`src/rtl/bsg_wormhole_wrr_packet_arbiter_pkg.sv`:
```
// Shared types for the weighted round-robin wormhole packet arbiter.
// Holds the arbiter state enum and an index-width helper.
package bsg_wormhole_wrr_packet_arbiter_pkg;

  typedef enum logic {
    IDLE   = 1'b0,
    LOCKED = 1'b1
  } wh_state_e;

  function automatic int idx_width(int n);
    return (n > 1) ? $clog2(n) : 1;
  endfunction

endpackage

```
`src/rtl/bsg_wormhole_wrr_packet_arbiter_if.sv`:
```
// Handshake bundle between the input FIFO heads, the arbiter
// and the concentrated output link.
interface bsg_wormhole_wrr_packet_arbiter_if #(
  parameter int num_in_p       = 2,
  parameter int len_width_p    = 4,
  parameter int weight_width_p = 4
);
  logic [num_in_p-1:0]                v_i;
  logic [num_in_p*len_width_p-1:0]    len_i;
  logic [num_in_p*weight_width_p-1:0] weights_i;
  logic                               ready_and_i;
  logic                               v_o;
  logic [num_in_p-1:0]                sel_one_hot_o;
  logic [num_in_p-1:0]                yumi_o;

  modport master (
    output v_i, len_i, weights_i, ready_and_i,
    input  v_o, sel_one_hot_o, yumi_o
  );

  modport slave (
    input  v_i, len_i, weights_i, ready_and_i,
    output v_o, sel_one_hot_o, yumi_o
  );
endinterface

```
`src/rtl/bsg_wormhole_wrr_rr_pick.sv`:
```
// Rotating-priority picker: first requester at or after the
// pointer, wrapping; one-hot grant plus any-grant flag.
module bsg_wormhole_wrr_rr_pick #(
  parameter int num_in_p = 2,
  parameter int idx_w_p  = 1
) (
  input  logic [num_in_p-1:0] req_i,
  input  logic [idx_w_p-1:0]  ptr_i,
  output logic [num_in_p-1:0] grant_o,
  output logic                v_o
);
  int k;

  always_comb begin
    grant_o = '0;
    v_o     = 1'b0;
    k       = 0;
    for (int i = 0; i < num_in_p; i++) begin
      k = (int'(ptr_i) + i) % num_in_p;
      if (!v_o && req_i[idx_w_p'(k)]) begin
        grant_o[idx_w_p'(k)] = 1'b1;
        v_o                  = 1'b1;
      end
    end
  end
endmodule

```
`src/rtl/bsg_wormhole_wrr_packet_arbiter.sv`:
```
// Packet-granular weighted round-robin arbiter: locks one input
// for a whole wormhole packet and enforces per-input quotas.
module bsg_wormhole_wrr_packet_arbiter
  import bsg_wormhole_wrr_packet_arbiter_pkg::*;
#(
  parameter int num_in_p        = 2,
  parameter int len_width_p     = 4,
  parameter int weight_width_p  = 4,
  parameter int hold_on_valid_p = 0
) (
  input logic clk_i,
  input logic reset_i,
  bsg_wormhole_wrr_packet_arbiter_if.slave io
);
  localparam int idx_w = idx_width(num_in_p);

  wh_state_e                 state_q;
  logic [idx_w-1:0]          ptr_q;
  logic [idx_w-1:0]          owner_q;
  logic [len_width_p-1:0]    cnt_q;
  logic [weight_width_p-1:0] credit_q [num_in_p];
  logic                      hold_q;
  logic [num_in_p-1:0]       hold_sel_q;

  logic [num_in_p-1:0]    elig;
  logic [num_in_p-1:0]    pick;
  logic                   pick_v;
  logic [num_in_p-1:0]    sel;
  logic                   v;
  logic                   refill;
  logic                   xfer;
  logic [idx_w-1:0]       s_idx;
  logic [idx_w-1:0]       ptr_nxt;
  logic [len_width_p-1:0] s_len;

  always_comb begin
    elig = '0;
    for (int i = 0; i < num_in_p; i++)
      elig[i] = io.v_i[i] & (credit_q[i] != '0);
  end

  bsg_wormhole_wrr_rr_pick #(
    .num_in_p(num_in_p),
    .idx_w_p (idx_w)
  ) pick_u (
    .req_i  (elig),
    .ptr_i  (ptr_q),
    .grant_o(pick),
    .v_o    (pick_v)
  );

  // A held offer wins over fresh arbitration until it is accepted
  always_comb begin
    sel    = '0;
    v      = 1'b0;
    refill = 1'b0;
    if (reset_i) begin
      sel = '0;
    end else if (state_q == LOCKED) begin
      sel[owner_q] = 1'b1;
      v            = io.v_i[owner_q];
    end else if (hold_q) begin
      sel = hold_sel_q;
      v   = 1'b1;
    end else if (pick_v) begin
      sel = pick;
      v   = 1'b1;
    end else begin
      refill = |io.v_i;
    end
  end

  always_comb begin
    s_idx = '0;
    s_len = '0;
    for (int i = 0; i < num_in_p; i++) begin
      if (sel[i]) begin
        s_idx = idx_w'(i);
        s_len = io.len_i[i*len_width_p +: len_width_p];
      end
    end
  end

  assign ptr_nxt = (s_idx == idx_w'(num_in_p - 1)) ? '0 : s_idx + 1'b1;
  assign xfer    = v & io.ready_and_i;

  assign io.v_o           = v;
  assign io.sel_one_hot_o = sel;
  assign io.yumi_o        = sel & {num_in_p{xfer}};

  always_ff @(posedge clk_i) begin
    if (reset_i) begin
      state_q    <= IDLE;
      ptr_q      <= '0;
      owner_q    <= '0;
      cnt_q      <= '0;
      hold_q     <= 1'b0;
      hold_sel_q <= '0;
      for (int i = 0; i < num_in_p; i++)
        credit_q[i] <= '0;
    end else begin
      // Zero weights reload as one so no input starves
      if (refill) begin
        for (int i = 0; i < num_in_p; i++)
          credit_q[i] <=
            (io.weights_i[i*weight_width_p +: weight_width_p] == '0)
            ? weight_width_p'(1)
            : io.weights_i[i*weight_width_p +: weight_width_p];
      end
      if (state_q == LOCKED) begin
        if (xfer) begin
          cnt_q <= cnt_q - 1'b1;
          if (cnt_q == len_width_p'(1))
            state_q <= IDLE;
        end
      end else if (xfer) begin
        if (credit_q[s_idx] != '0)
          credit_q[s_idx] <= credit_q[s_idx] - 1'b1;
        ptr_q  <= ptr_nxt;
        hold_q <= 1'b0;
        if (s_len != '0) begin
          state_q <= LOCKED;
          owner_q <= s_idx;
          cnt_q   <= s_len;
        end
      end else if (v && (hold_on_valid_p != 0)) begin
        hold_q     <= 1'b1;
        hold_sel_q <= sel;
      end
    end
  end
endmodule
```
`src/flat_wrapper.sv`:
```
// flat-port wrapper written by rule: the top's interface ports become plain ports
module bsg_wormhole_wrr_packet_arbiter_flat import bsg_wormhole_wrr_packet_arbiter_pkg::*;
#(
  parameter int num_in_p        = 2,
  parameter int len_width_p     = 4,
  parameter int weight_width_p  = 4,
  parameter int hold_on_valid_p = 0
)
  (clk_i, reset_i, io_v_i, io_len_i, io_weights_i, io_ready_and_i, io_v_o, io_sel_one_hot_o, io_yumi_o);
  bsg_wormhole_wrr_packet_arbiter_if #(.num_in_p(num_in_p), .len_width_p(len_width_p), .weight_width_p(weight_width_p)) io_i ();
  input logic clk_i;
  input logic reset_i;
  input wire logic [$bits(io_i.v_i)-1:0] io_v_i;
  input wire logic [$bits(io_i.len_i)-1:0] io_len_i;
  input wire logic [$bits(io_i.weights_i)-1:0] io_weights_i;
  input wire logic [$bits(io_i.ready_and_i)-1:0] io_ready_and_i;
  output wire logic [$bits(io_i.v_o)-1:0] io_v_o;
  output wire logic [$bits(io_i.sel_one_hot_o)-1:0] io_sel_one_hot_o;
  output wire logic [$bits(io_i.yumi_o)-1:0] io_yumi_o;
  assign io_i.v_i = io_v_i;
  assign io_i.len_i = io_len_i;
  assign io_i.weights_i = io_weights_i;
  assign io_i.ready_and_i = io_ready_and_i;
  assign io_v_o = io_i.v_o;
  assign io_sel_one_hot_o = io_i.sel_one_hot_o;
  assign io_yumi_o = io_i.yumi_o;
  bsg_wormhole_wrr_packet_arbiter #(.num_in_p(num_in_p), .len_width_p(len_width_p), .weight_width_p(weight_width_p), .hold_on_valid_p(hold_on_valid_p)) u_core (.clk_i(clk_i), .reset_i(reset_i), .io(io_i));
endmodule
```
`config.mk`:
```
export PLATFORM = sky130hd
export DESIGN_NAME = bsg_wormhole_wrr_packet_arbiter_flat
export DESIGN_NICKNAME = d
export VERILOG_FILES = /design/src/rtl/bsg_wormhole_wrr_packet_arbiter_pkg.sv /design/src/rtl/bsg_wormhole_wrr_packet_arbiter_if.sv /design/src/rtl/bsg_wormhole_wrr_rr_pick.sv /design/src/rtl/bsg_wormhole_wrr_packet_arbiter.sv /design/src/flat_wrapper.sv
export SDC_FILE = /design/constraint.sdc
export NUM_CORES = 1
export LEC_CHECK = 0
export CORE_ASPECT_RATIO = 0.5
export CORE_MARGIN = 1.5
export CORE_UTILIZATION = 40
export DETAILED_ROUTE_END_ITERATION = 10
export GPL_TIMING_DRIVEN = 1
export MAX_ROUTING_LAYER = met4
export PLACE_DENSITY = 0.67
export SYNTH_ARGS = -nofsm -noshare
export SYNTH_HDL_FRONTEND = slang
export SYNTH_SLANG_ARGS = --single-unit
```
`constraint.sdc`:
```
create_clock -name clk_i -period 4.6 [get_ports clk_i]
set_clock_uncertainty 0.2 [all_clocks]
set_input_delay 0.92 -clock clk_i [delete_from_list [all_inputs] [get_ports clk_i]]
set_output_delay 0.92 -clock clk_i [all_outputs]
set_load 0.005 [all_outputs]
```
# After elaboration in Yosys (flattened, before gate mapping)
# Memories as Yosys holds them, arrays and structs flattened.
# Cells that the tools add are included.
[op_classes]
addsub = 4
n_mul = 0
n_div = 0
n_lt_le_gt_ge = 6
eq_ne = 1
n_shift = 0
n_mux = 55
n_bitwise = 7
reduce_logical = 16
[ops]
columns = ["op", "n"]
rows = [
  ["2-to-1 mux 4 bit", 11],
  ["2-to-1 mux 1 bit", 36],
  ["nonzero test 4 bit", 3],
  ["2-to-1 mux 2 bit", 5],
  ["zero test 4 bit", 2],
  ["subtractor 4 x 1 -> 4 bit (second input constant)", 2],
  ["< comparator 1 x 3 -> 1 bit (second input constant)", 2],
  ["== test 4 x 1 -> 1 bit (second input constant)", 1],
  ["logical AND 1 bit", 4],
  ["AND reduction 2 bit", 2],
  ["OR reduction 4 bit", 1],
  ["demux 1 bit (select 1 bit)", 3],
  [">= comparator 1 bit (second input constant)", 3],
  ["AND reduction 3 bit", 1],
  ["adder 1 bit (second input constant)", 2],
  ["bitwise AND 1 bit", 2],
  ["bitwise AND 2 bit", 1],
  ["< comparator 1 x 2 -> 1 bit (second input constant)", 1],
  ["bitwise OR 1 bit", 2],
  ["bitwise OR 2 bit", 1],
  ["nonzero test 2 bit", 1],
  ["OR reduction 2 bit", 1],
  ["zero test 1 bit", 1],
  ["inverter 1 bit", 1],
]
[totals]
regBits = 7
latch_bits = 0
ramBits = 8
romBits = 0
inputBits = 21
output_inout_bits = 5
n_memories = 1
[mem_list]
columns = ["memory", "depth", "width", "rd", "rd_clocked_by_memory_dff", "wr", "line", "rtl"]
rows = [
  ["u_core.credit_q", 2, 4, 2, 0, 2, "bsg_wormhole_wrr_packet_arbiter.sv:21", "logic [weight_width_p-1:0] credit_q [num_in_p];"],
]

# Longest topological paths before layout
# Gate-level depths: netlist (run 1).
# An unclocked memory read counts as a cell.
[depth]
ltp_word = 22
depth_mapped = 6
depth_no_buf = 5

# Modules after synthesis
# A second synthesis (run 1) with hierarchy kept.
[unflattened]
cells_unflattened = 143
area_unflattened_um2 = 1249.9
[modules_own_cells]
columns = ["mod", "instances", "cells_each", "area_per_inst_um2", "seq_area_each_um2"]
rows = [
  ["bsg_wormhole_wrr_packet_arbiter", 1, 139, 1217.4, 380.4],
  ["bsg_wormhole_wrr_rr_pick", 1, 4, 32.5, 0.0],
]

# Worst setup path before layout (run 1)
# OpenSTA, ideal clock, no wires.
[synth_timing]
path_kind = "in2out"
from = "in reset_i"
to = "out io_yumi_o[0]"
t_arrival_ps = 1699
path_slack_ps = 1781
stages = 4
n_path_buf = 1
path_cell_list = "buf_4 > nor3b_1 > nand3_1 > a221oi_1"
[synth_between]
elab_chain_len = 3
elab_cells_between_ends = 4
classes_between = "mux: 2; bitwise: 2"
[synth_rtl]
columns = ["item", "line", "rtl"]
rows = [
  ["start: declaration", "flat_wrapper.sv:12", "input logic reset_i;"],
  ["2-to-1 mux 1 bit", "bsg_wormhole_wrr_packet_arbiter.sv:57", "if (reset_i) begin"],
  ["bitwise AND 1 bit", "bsg_wormhole_wrr_packet_arbiter.sv:85", "assign xfer = v & io.ready_and_i;"],
  ["bitwise AND 2 bit (*)", "bsg_wormhole_wrr_packet_arbiter.sv:89", "assign io.yumi_o = sel & {num_in_p{xfer}};"],
  ["end: declaration", "flat_wrapper.sv:19", "output wire logic [$bits(io_i.yumi_o)-1:0] io_yumi_o;"],
]
# Every way passes the cells marked *; elsewhere a longest branch is shown, timed or not.

# Worst setup path after layout (run 1)
# Same ends and word-level chain as after synthesis.

==> flow_summary.toml, run 1 <==
[run_status]
outcome = "complete, no violations"

[route]
drt_pass1_iterations = 4
drt_iter0_markers = 13
wl_um = 2220
viasPerCell = 5.27
ant_nets = 0
vias = 874
drc_errors = 0
wl_per_cell_um = 13.3

[synthesis]
synth_flop_cell = "edfxtp_1"
ys_types = 46
ys_seq_area_frac = 0.358
yosysTopAreaCell = "edfxtp_1"
netlist.area_leader.share = 0.226
synth_area_um2 = 1060
synth_edf_count = 8
synth_area_leaders = "edfxtp_1 (23%), dfxtp_1 (13%), a22o_1 (4.1%)"
synthCells = 109
syn_avg_cell_area_um2 = 9.75
syn_nets = 133
synth_warnings = 0
ys_ff_latch = 15
async_reset_ff_frac = 0

[clocking]
hold_buffers = 0
worstSkewPairLatency_ns = 0.25
cts_buffer_depth = 2
clock_sinks = 15
cts_tree = "yes"
cts_buffers = 3
post_cts_buffers = 0
cts-resized-gates = 0
cts-root-buf = "clkbuf_8"
htree_levels = 1
path_clk_slew_ns = 0.06

[final_layout]
layout_common_cells = "clkdlybuf4s50_1 (21), nor2_1 (9), edfxtp_1 (8)"
fin_util = 0.568
drive_gt1_frac = 0.137
diodes = 0
fin_nets = 156
layout_commonest_cell = "clkdlybuf4s50_1"
syn_to_final_growth_pct = 26.1
multi_input_comb_area_um2 = 629
seqCellArea_um2 = 380
fillers = 224

[worst_setup_path]
critPathCaptureType = "output pin"
crit_start = "reset_i"
crit_chain = "clkdlybuf4s50_1, and3b_2, nand2_1, a221oi_1, clkdlybuf4s50_1"
cp.required_ns = 3.48
r2r-start = "u_core.state_q"
cp_slowest_cell = "clkdlybuf4s50_1"
arrival_ns = 2.89
path_delay_family = "buffers and inverters"
crit_type = "in -> out"
reg2reg_setup_slack_ns = 2.21
path_common_cell = "clkdlybuf4s50_1"
r2r-end = "u_core.credit_q[0][2]"
slowest_delay_ns = 0.60
ff2ff_path_depth = 5
crit_buf_inv = 2
critPathMaxFanout = 11
critPathLaunchType = "input port"

[worst_hold_path]
whs_path_depth = 2
hold_class = "reg -> reg"
holdPathEnd = "u_core.ptr_q"
hold_path.startpoint = "u_core.ptr_q"

[placed_design]
portBuffers = 21
dp_hpwl_um = 1700
gp_congestion = 0.820

[power]
comb_power_share = 0.264
sw_frac_of_total = 0.293
internal-power_mw = 0.272
power_switching_mw = 0.113
pwr-share-seq = 0.453
power_leakage_nw = 0.531
irDropWorstVdd_v = 0.000129
pwr-share-clk = 0.283
powerDensity_nw_per_um2 = 287

[timing]
whs_ns = 0.264
rsz0062_at_grt = "no"
finalCritPeriodShare = 0.872
fin_setup_tns_ns = 0
maxSlewViolCount = 0
max_slew_margin = 0.540
hold_violations = 0
max_freq_mhz = 249
worst_pin_slew_ns = 0.689
setup_viol = 0
min_period_ns = 4.01

[global_routing]
grt_pass1_vias = 796
overflow = 0
grt_pass1_wl_um = 3550
antenna_found_initial = 0
grt_max_degree = 18
gr-usage-all-layers = 0.172

[floorplanning]
dieArea_um2 = 2990
fp-row-count = 12
pin_count = 26
dieWidth_um = 75.9
die-height_um = 39.4
core_area_um2 = 2360
start_util = 0.451

[job]
cap_viol_max_count = 0
[through the flow]
step                      power (mW)  std cells  area, µm²  worst slack [ns]
final                          0.385        166       1340             0.589
after global routing           0.404        166       1340             0.450
after CTS                      0.390        166       1340             0.594
after detailed placement       0.279        162       1290             0.592
after global placement         0.277        162       1290             0.583
after floorplan                0.241        109       1060              1.78
[flip-flops by register name, indices dropped and copies added (netlist names)]
register	count
u_core.cnt_q	4
u_core.credit_q	8
u_core.owner_q	1
u_core.ptr_q	1
u_core.state_q	1
[logic make-up (layout without fill, tap and decap cells)]
kind of cell | after synthesis | in the layout | synth area share
adder cells (fa/ha/maj) | 3 | 3 | 0.0353
AND/OR/NAND/NOR | 42 | 42 | 0.246
buffers and inverters | 10 | 32 | 0.0495
AO/OA/AOI/OAI | 29 | 29 | 0.219
flip-flops | 15 | 15 | 0.358
multiplexers | 6 | 6 | 0.0589
XOR/XNOR | 4 | 4 | 0.0330
[synth_stat cells (all sizes together) (2+ instances only)]
cell type,n
nor2,9
edfxtp,8
nor3,8
dfxtp,7
o21ai,7
a21oi,6
inv,6
a22o,5
and2,4
mux2i,4
or2,4
buf,3
ha,3
nand2,3
nand3,3
xnor2,3
a32oi,2
and3b,2
mux2,2
nand4,2
nor2b,2
[layer usage]
| layer | global-route usage | vias up | part of all wire |
|---|---|---|---|
| li1 | - | 453 | - |
| met1 | 0.212 | 408 | 0.48 |
| met2 | 0.287 | 11 | 0.48 |
| met3 | 0.0463 | 2 | 0.028 |
| met4 | 0.0402 | 0 | 0.0099 |
| met5 | - | - | 0 |
[cell type report]
class / count / area share
multi-input cells: 84 / 0.470
flip-flops and latches: 15 / 0.284
repair buffers: 22 / 0.162
well taps: 35 / 0.0327
clock buffers: 3 / 0.0308
inverters: 6 / 0.0168
clock inverters: 1 / 0.00373
[worst max path at each step]
stage	end	slack [ns]	cells after the start
2_1_floorplan	io_yumi_o[0]	1.78	4
3_3_place_gp	io_yumi_o[0]	0.58	6
3_5_place_dp	io_yumi_o[0]	0.59	5
4_1_cts	io_yumi_o[0]	0.59	5
5_1_grt	io_yumi_o[0]	0.45	5
6_report	io_yumi_o[0]	0.59	5
[tightest hold or removal path, stage by stage, from the launching register on]
cell,delay [ns]
dfxtp_1,0.32
inv_1,0.05
a21oi_1,0.05
[power by group through the flow]
stage / Combinational, mW / Sequential (mW) / Clock (mW)
2_1_floorplan: 0.0705 / 0.170 / 0
3_3_place_gp: 0.101 / 0.177 / 0
3_5_place_dp: 0.102 / 0.177 / 0
4_1_cts: 0.102 / 0.174 / 0.113
5_1_grt: 0.111 / 0.176 / 0.116
6_report: 0.102 / 0.174 / 0.109
Note: power is estimated with default switching activity, not from simulation.
==> run 2, diff against run 1 <==
- CORE_ASPECT_RATIO: 0.5 -> default
- CORE_UTILIZATION: 40 -> 52
- PLACE_DENSITY: 0.67 -> 0.83
==> run 2 against run 1 <==
Sequential share of layout area rose by 0.62 points. Clock power fell by 27%. Critical path type unchanged. Sequential power barely moved. Hold slack improved by 0.0069 ns. First-iteration DRC count rose by 77%. Total power fell by 7.7%. Via count rose by 4.5%. Non-clock buffer count did not move. Critical endpoint unchanged. Register-to-register slack got worse by 0.02 ns. Critical path depth did not move. Wire length rose by 5.2%.
==> flow_summary.toml, run 2 (synthesis gave the netlist of run 1 again) <==
[run_status]
outcome = "complete, no violations"

[worst_setup_path]
path_delay_family = "buffers and inverters"
reg2reg_setup_slack_ns = 2.19
crit_chain = "clkdlybuf4s50_1, nor3b_1, nand3_1, a221oi_1, clkdlybuf4s50_1"
path_common_cell = "clkdlybuf4s50_1"
cp_slowest_cell = "clkdlybuf4s50_1"
cp.required_ns = 3.48
slowest_delay_ns = 0.54
arrival_ns = 2.81
critPathMaxFanout = 8
crit_buf_inv = 2
critPathLaunchType = "input port"
crit_type = "in -> out"
critPathCaptureType = "output pin"

[placed_design]
gp_congestion = 0.945
place_ws_ns = 0.703
dpl_cell_area_um2 = 1280
placed_cells = 154
portBuffers = 21
dp_hpwl_um = 1820

[timing]
hold_violations = 0
finalCritPeriodShare = 0.853
whs_ns = 0.271
fin_setup_tns_ns = 0
setup_slack_ns = 0.674
max_freq_mhz = 255
min_period_ns = 3.93
maxSlewViolCount = 0
setup_viol = 0
max_slew_margin = 0.534
worst_pin_slew_ns = 0.699
rsz0062_at_grt = "no"

[power]
powerDensity_nw_per_um2 = 271
irDropWorstVdd_v = 0.000194
finalPower_mw = 0.355
power_leakage_nw = 0.523

[clocking]
cts_buffer_depth = 2
post_cts_buffers = 0
cts_buffers = 3
cts-resized-gates = 0
worstSkewPairLatency_ns = 0.30
clock_sinks = 15
hold_buffers = 0
path_clk_slew_ns = 0.10
cts-root-buf = "clkbuf_4"
htree_levels = 1
cts_tree = "yes"

[global_routing]
antenna_found_initial = 0
overflow = 0
grt_pass1_wl_um = 3470
grt_max_degree = 18
grt_pass1_vias = 790
gr-usage-all-layers = 0.234

[final_layout]
fillers = 171
drive_gt1_frac = 0.137
multi_input_comb_area_um2 = 629
reg_top3 = "u_core.credit_q x8, u_core.cnt_q x4"
top_register = "u_core.credit_q"
largest_register_ffs = 8
syn_to_final_growth_pct = 23.4
instances_no_fill = 158
fin_area_um2 = 1310
fin_util = 0.675
layout_common_cells = "clkdlybuf4s50_1 (21), nor2_1 (9), edfxtp_1 (8)"
fin_nets = 156
diodes = 0
seqCellArea_um2 = 380
layout_commonest_cell = "clkdlybuf4s50_1"

[route]
drt_iter0_markers = 23
wl_per_cell_um = 14.8
vias = 913
drt_pass1_iterations = 4
ant_nets = 0
wl_um = 2330
drc_errors = 0
viasPerCell = 5.78

[floorplanning]
dieArea_um2 = 2320
pin_count = 26
die-height_um = 48.2
core_area_um2 = 1940
dieWidth_um = 48.2
fp-row-count = 16
start_util = 0.547

[worst_hold_path]
hold_class = "reg -> reg"

[job]
cap_viol_max_count = 0
## run 2: path summary, 6_finish.rpt
kind                           endpoint            from  cells past startpoint
setup / recovery           io_yumi_o[0]         reset_i                      5
setup reg to reg  u_core.credit_q[0][1]  u_core.state_q                      5
hold / removal             u_core.ptr_q    u_core.ptr_q                      2
hold reg to reg            u_core.ptr_q    u_core.ptr_q                      2
## run 2: layout make-up
| class | instances | area share |
|---|---|---|
| Multi-Input combinational cell | 84 | 0.480 |
| Sequential cell | 15 | 0.290 |
| Timing Repair Buffer | 22 | 0.166 |
| Tap cell | 27 | 0.0258 |
| Clock buffer | 3 | 0.0172 |
| Inverter | 6 | 0.0172 |
| Clock inverter | 1 | 0.00382 |
## run 2: worst min-delay path, stage by stage, from the launching register on
cell and delay, ns:
dfxtp_1 0.33, inv_1 0.05, a21oi_1 0.05
## run 2: layer usage
layer	GRT usage	routed length (µm)	up-vias
met1	0.286	990	437
met2	0.368	1220	19
li1	-	-	452
met3	0.0630	93	5
met5	-	0	-
met4	0.0865	32	0
## run 2: where the power goes
part           internal, mW  total, mW  switching (mW)  leakage [nW]
logic                0.0539      0.103          0.0495         0.361
registers             0.158      0.172          0.0148         0.144
clock network        0.0324     0.0793          0.0469        0.0177
total                 0.244      0.355           0.111         0.523
==> run 3, diff against run 2 <==
- ABC_AREA: default -> 1
- PLACE_DENSITY: 0.83 -> 0.84
==> run 3 against run 2 <==
Hold slack improved by 0.030 ns. Non-clock buffer count grew 3. Global-route usage decreased by 3.1 points. Combinational power increased by 11%. Via count up 9.9%. Worst setup slack better by 0.18 ns. Critical path depth increased by 2. Critical path type unchanged. Critical endpoint unchanged. Largest cell class unchanged.
==> flow_summary.toml, run 3 <==
[synthesis]
synth_area_um2 = 1060
synth_warnings = 0
yosysTopAreaCell = "edfxtp_1"
ys_seq_area_frac = 0.359
syn_nets = 169
netlist.area_leader.share = 0.227
ys_types = 26
yosysMostFrequentCell = "nand2_1"
synth_common_cells = "nand2_1 (30), nor2_1 (20), inv_1 (19)"
synth_edf_count = 8
synth_area_leaders = "edfxtp_1 (23%), dfxtp_1 (13%), nand2_1 (11%)"
async_reset_ff_frac = 0
ys_ff_latch = 15
syn_avg_cell_area_um2 = 7.30
synthCells = 145
synth_flop_cell = "edfxtp_1"

[route]
drt_pass1_iterations = 4
viasPerCell = 5.07
ant_nets = 0
drc_errors = 0
wl_per_cell_um = 10.7
vias = 1003
drt_iter0_markers = 17
wl_um = 2120

[clocking]
worstSkewPairLatency_ns = 0.28
clock_sinks = 15
path_clk_slew_ns = 0.09
hold_buffers = 0
cts_buffers = 3
htree_levels = 1
post_cts_buffers = 0
cts-resized-gates = 0
cts_tree = "yes"
cts_buffer_depth = 2
cts-root-buf = "clkbuf_4"

[final_layout]
fin_nets = 196
top_register = "u_core.credit_q"
reg_top3 = "u_core.credit_q x8, u_core.cnt_q x4"
layout_commonest_cell = "nand2_1"
fin_area_um2 = 1340
diodes = 0
largest_register_ffs = 8
fillers = 158
layout_common_cells = "nand2_1 (30), clkdlybuf4s50_1 (25), nor2_1 (20)"
drive_gt1_frac = 0.140
syn_to_final_growth_pct = 26.5

[power]
comb_power_share = 0.320
irDropWorstVdd_v = 0.000191
sw_frac_of_total = 0.319
pwr-share-clk = 0.213
power_leakage_nw = 0.598
powerDensity_nw_per_um2 = 265
pwr-share-seq = 0.466
power_switching_mw = 0.113
internal-power_mw = 0.242

[worst_setup_path]
critPathCaptureType = "output pin"
path_common_cell = "clkdlybuf4s50_1"
path_delay_family = "buffers and inverters"
slowest_delay_ns = 0.50
cp_slowest_cell = "clkdlybuf4s50_1"
crit_chain = "clkdlybuf4s50_1, inv_2, nand2_4, a21oi_4, nand2_2, nor2_1, clkdlybuf4s50_1"
critPathMaxFanout = 11
crit_buf_inv = 3
cp.required_ns = 3.48
crit_type = "in -> out"
critPathLaunchType = "input port"
arrival_ns = 2.63

[placed_design]
portBuffers = 25
gp_congestion = 0.837
dp_hpwl_um = 1730
dpl_cell_area_um2 = 1310

[global_routing]
overflow = 0
antenna_found_initial = 0
grt_max_degree = 13
grt_pass1_wl_um = 3180
gr-usage-all-layers = 0.203
grt_pass1_vias = 823

[timing]
whs_ns = 0.301
hold_violations = 0
fin_setup_tns_ns = 0
min_period_ns = 3.75
max_slew_margin = 0.768
setup_viol = 0
finalCritPeriodShare = 0.815
rsz0062_at_grt = "no"
maxSlewViolCount = 0
max_freq_mhz = 267
worst_pin_slew_ns = 0.347

[job]
cap_viol_max_count = 0

[worst_hold_path]
hold_class = "reg -> reg"

[floorplanning]
start_util = 0.545
pin_count = 26
core_area_um2 = 1940
die-height_um = 48.1
dieArea_um2 = 2320
dieWidth_um = 48.1
fp-row-count = 16

[run_status]
outcome = "complete, no violations"
==> run 3: cell families after synthesis <==
family / share of synthesized area
flops: 0.359
xor+xnor: 0.0248
simple gates: 0.316
fa+ha+maj: 0.0355
compound gates: 0.144
buf+inv: 0.121
==> run 3: metal layers <==
layer  vias to the layer above  share of wire  GRT usage
li1                        518              -          -
met1                       446           0.44      0.227
met5                         -              0          -
met4                         0          0.019     0.0811
met2                        35           0.50      0.357
met3                         4          0.047     0.0333
==> run 3: final timing paths <==
kind | from | to | slack, ns | depth (start not counted)
max | reset_i | io_yumi_o[0] | 0.85 | 7
min | u_core.cnt_q[1] | u_core.cnt_q[1] | 0.30 | 2
max reg2reg | u_core.state_q | u_core.credit_q[0][0] | 2.42 | 6
min reg2reg | u_core.cnt_q[1] | u_core.cnt_q[1] | 0.30 | 2
==> run 3: power groups by stage <==
stage	Sequential [mW]	Clock, mW	Combinational [mW]
3_3_place_gp	0.168	0	0.110
2_1_floorplan	0.167	0	0.0777
6_report	0.166	0.0758	0.114
3_5_place_dp	0.169	0	0.114
4_1_cts	0.166	0.0778	0.114
5_1_grt	0.168	0.0833	0.127
==> run 3: per-stage QoR <==
step,power [mW],setup slack (ns),std cells,utilization
2_1_floorplan,0.244,1.97,145,-
3_3_place_gp,0.278,0.921,194,0.676
3_5_place_dp,0.282,0.872,194,0.676
4_1_cts,0.358,0.862,198,0.689
5_1_grt,0.378,0.732,198,0.689
6_report,0.355,0.852,198,0.689
==> run 3: layout make-up <==
cell class	count	area, µm²	share of cell area
Clock buffer	4	26.3	0.0196
Multi-Input combinational cell	101	551	0.411
Inverter	26	97.6	0.0729
Timing Repair Buffer	25	250	0.187
Sequential cell	15	380	0.284
Tap cell	27	33.8	0.0252
==> run 3: worst reg2reg max path, stage by stage, from the launching register on <==
cell	delay [ns]
dfxtp_1	0.44
nand3_1	0.24
o21ai_2	0.24
ha_1	0.22
nand2_1	0.09
o21ai_2	0.24
nand3_1	0.23
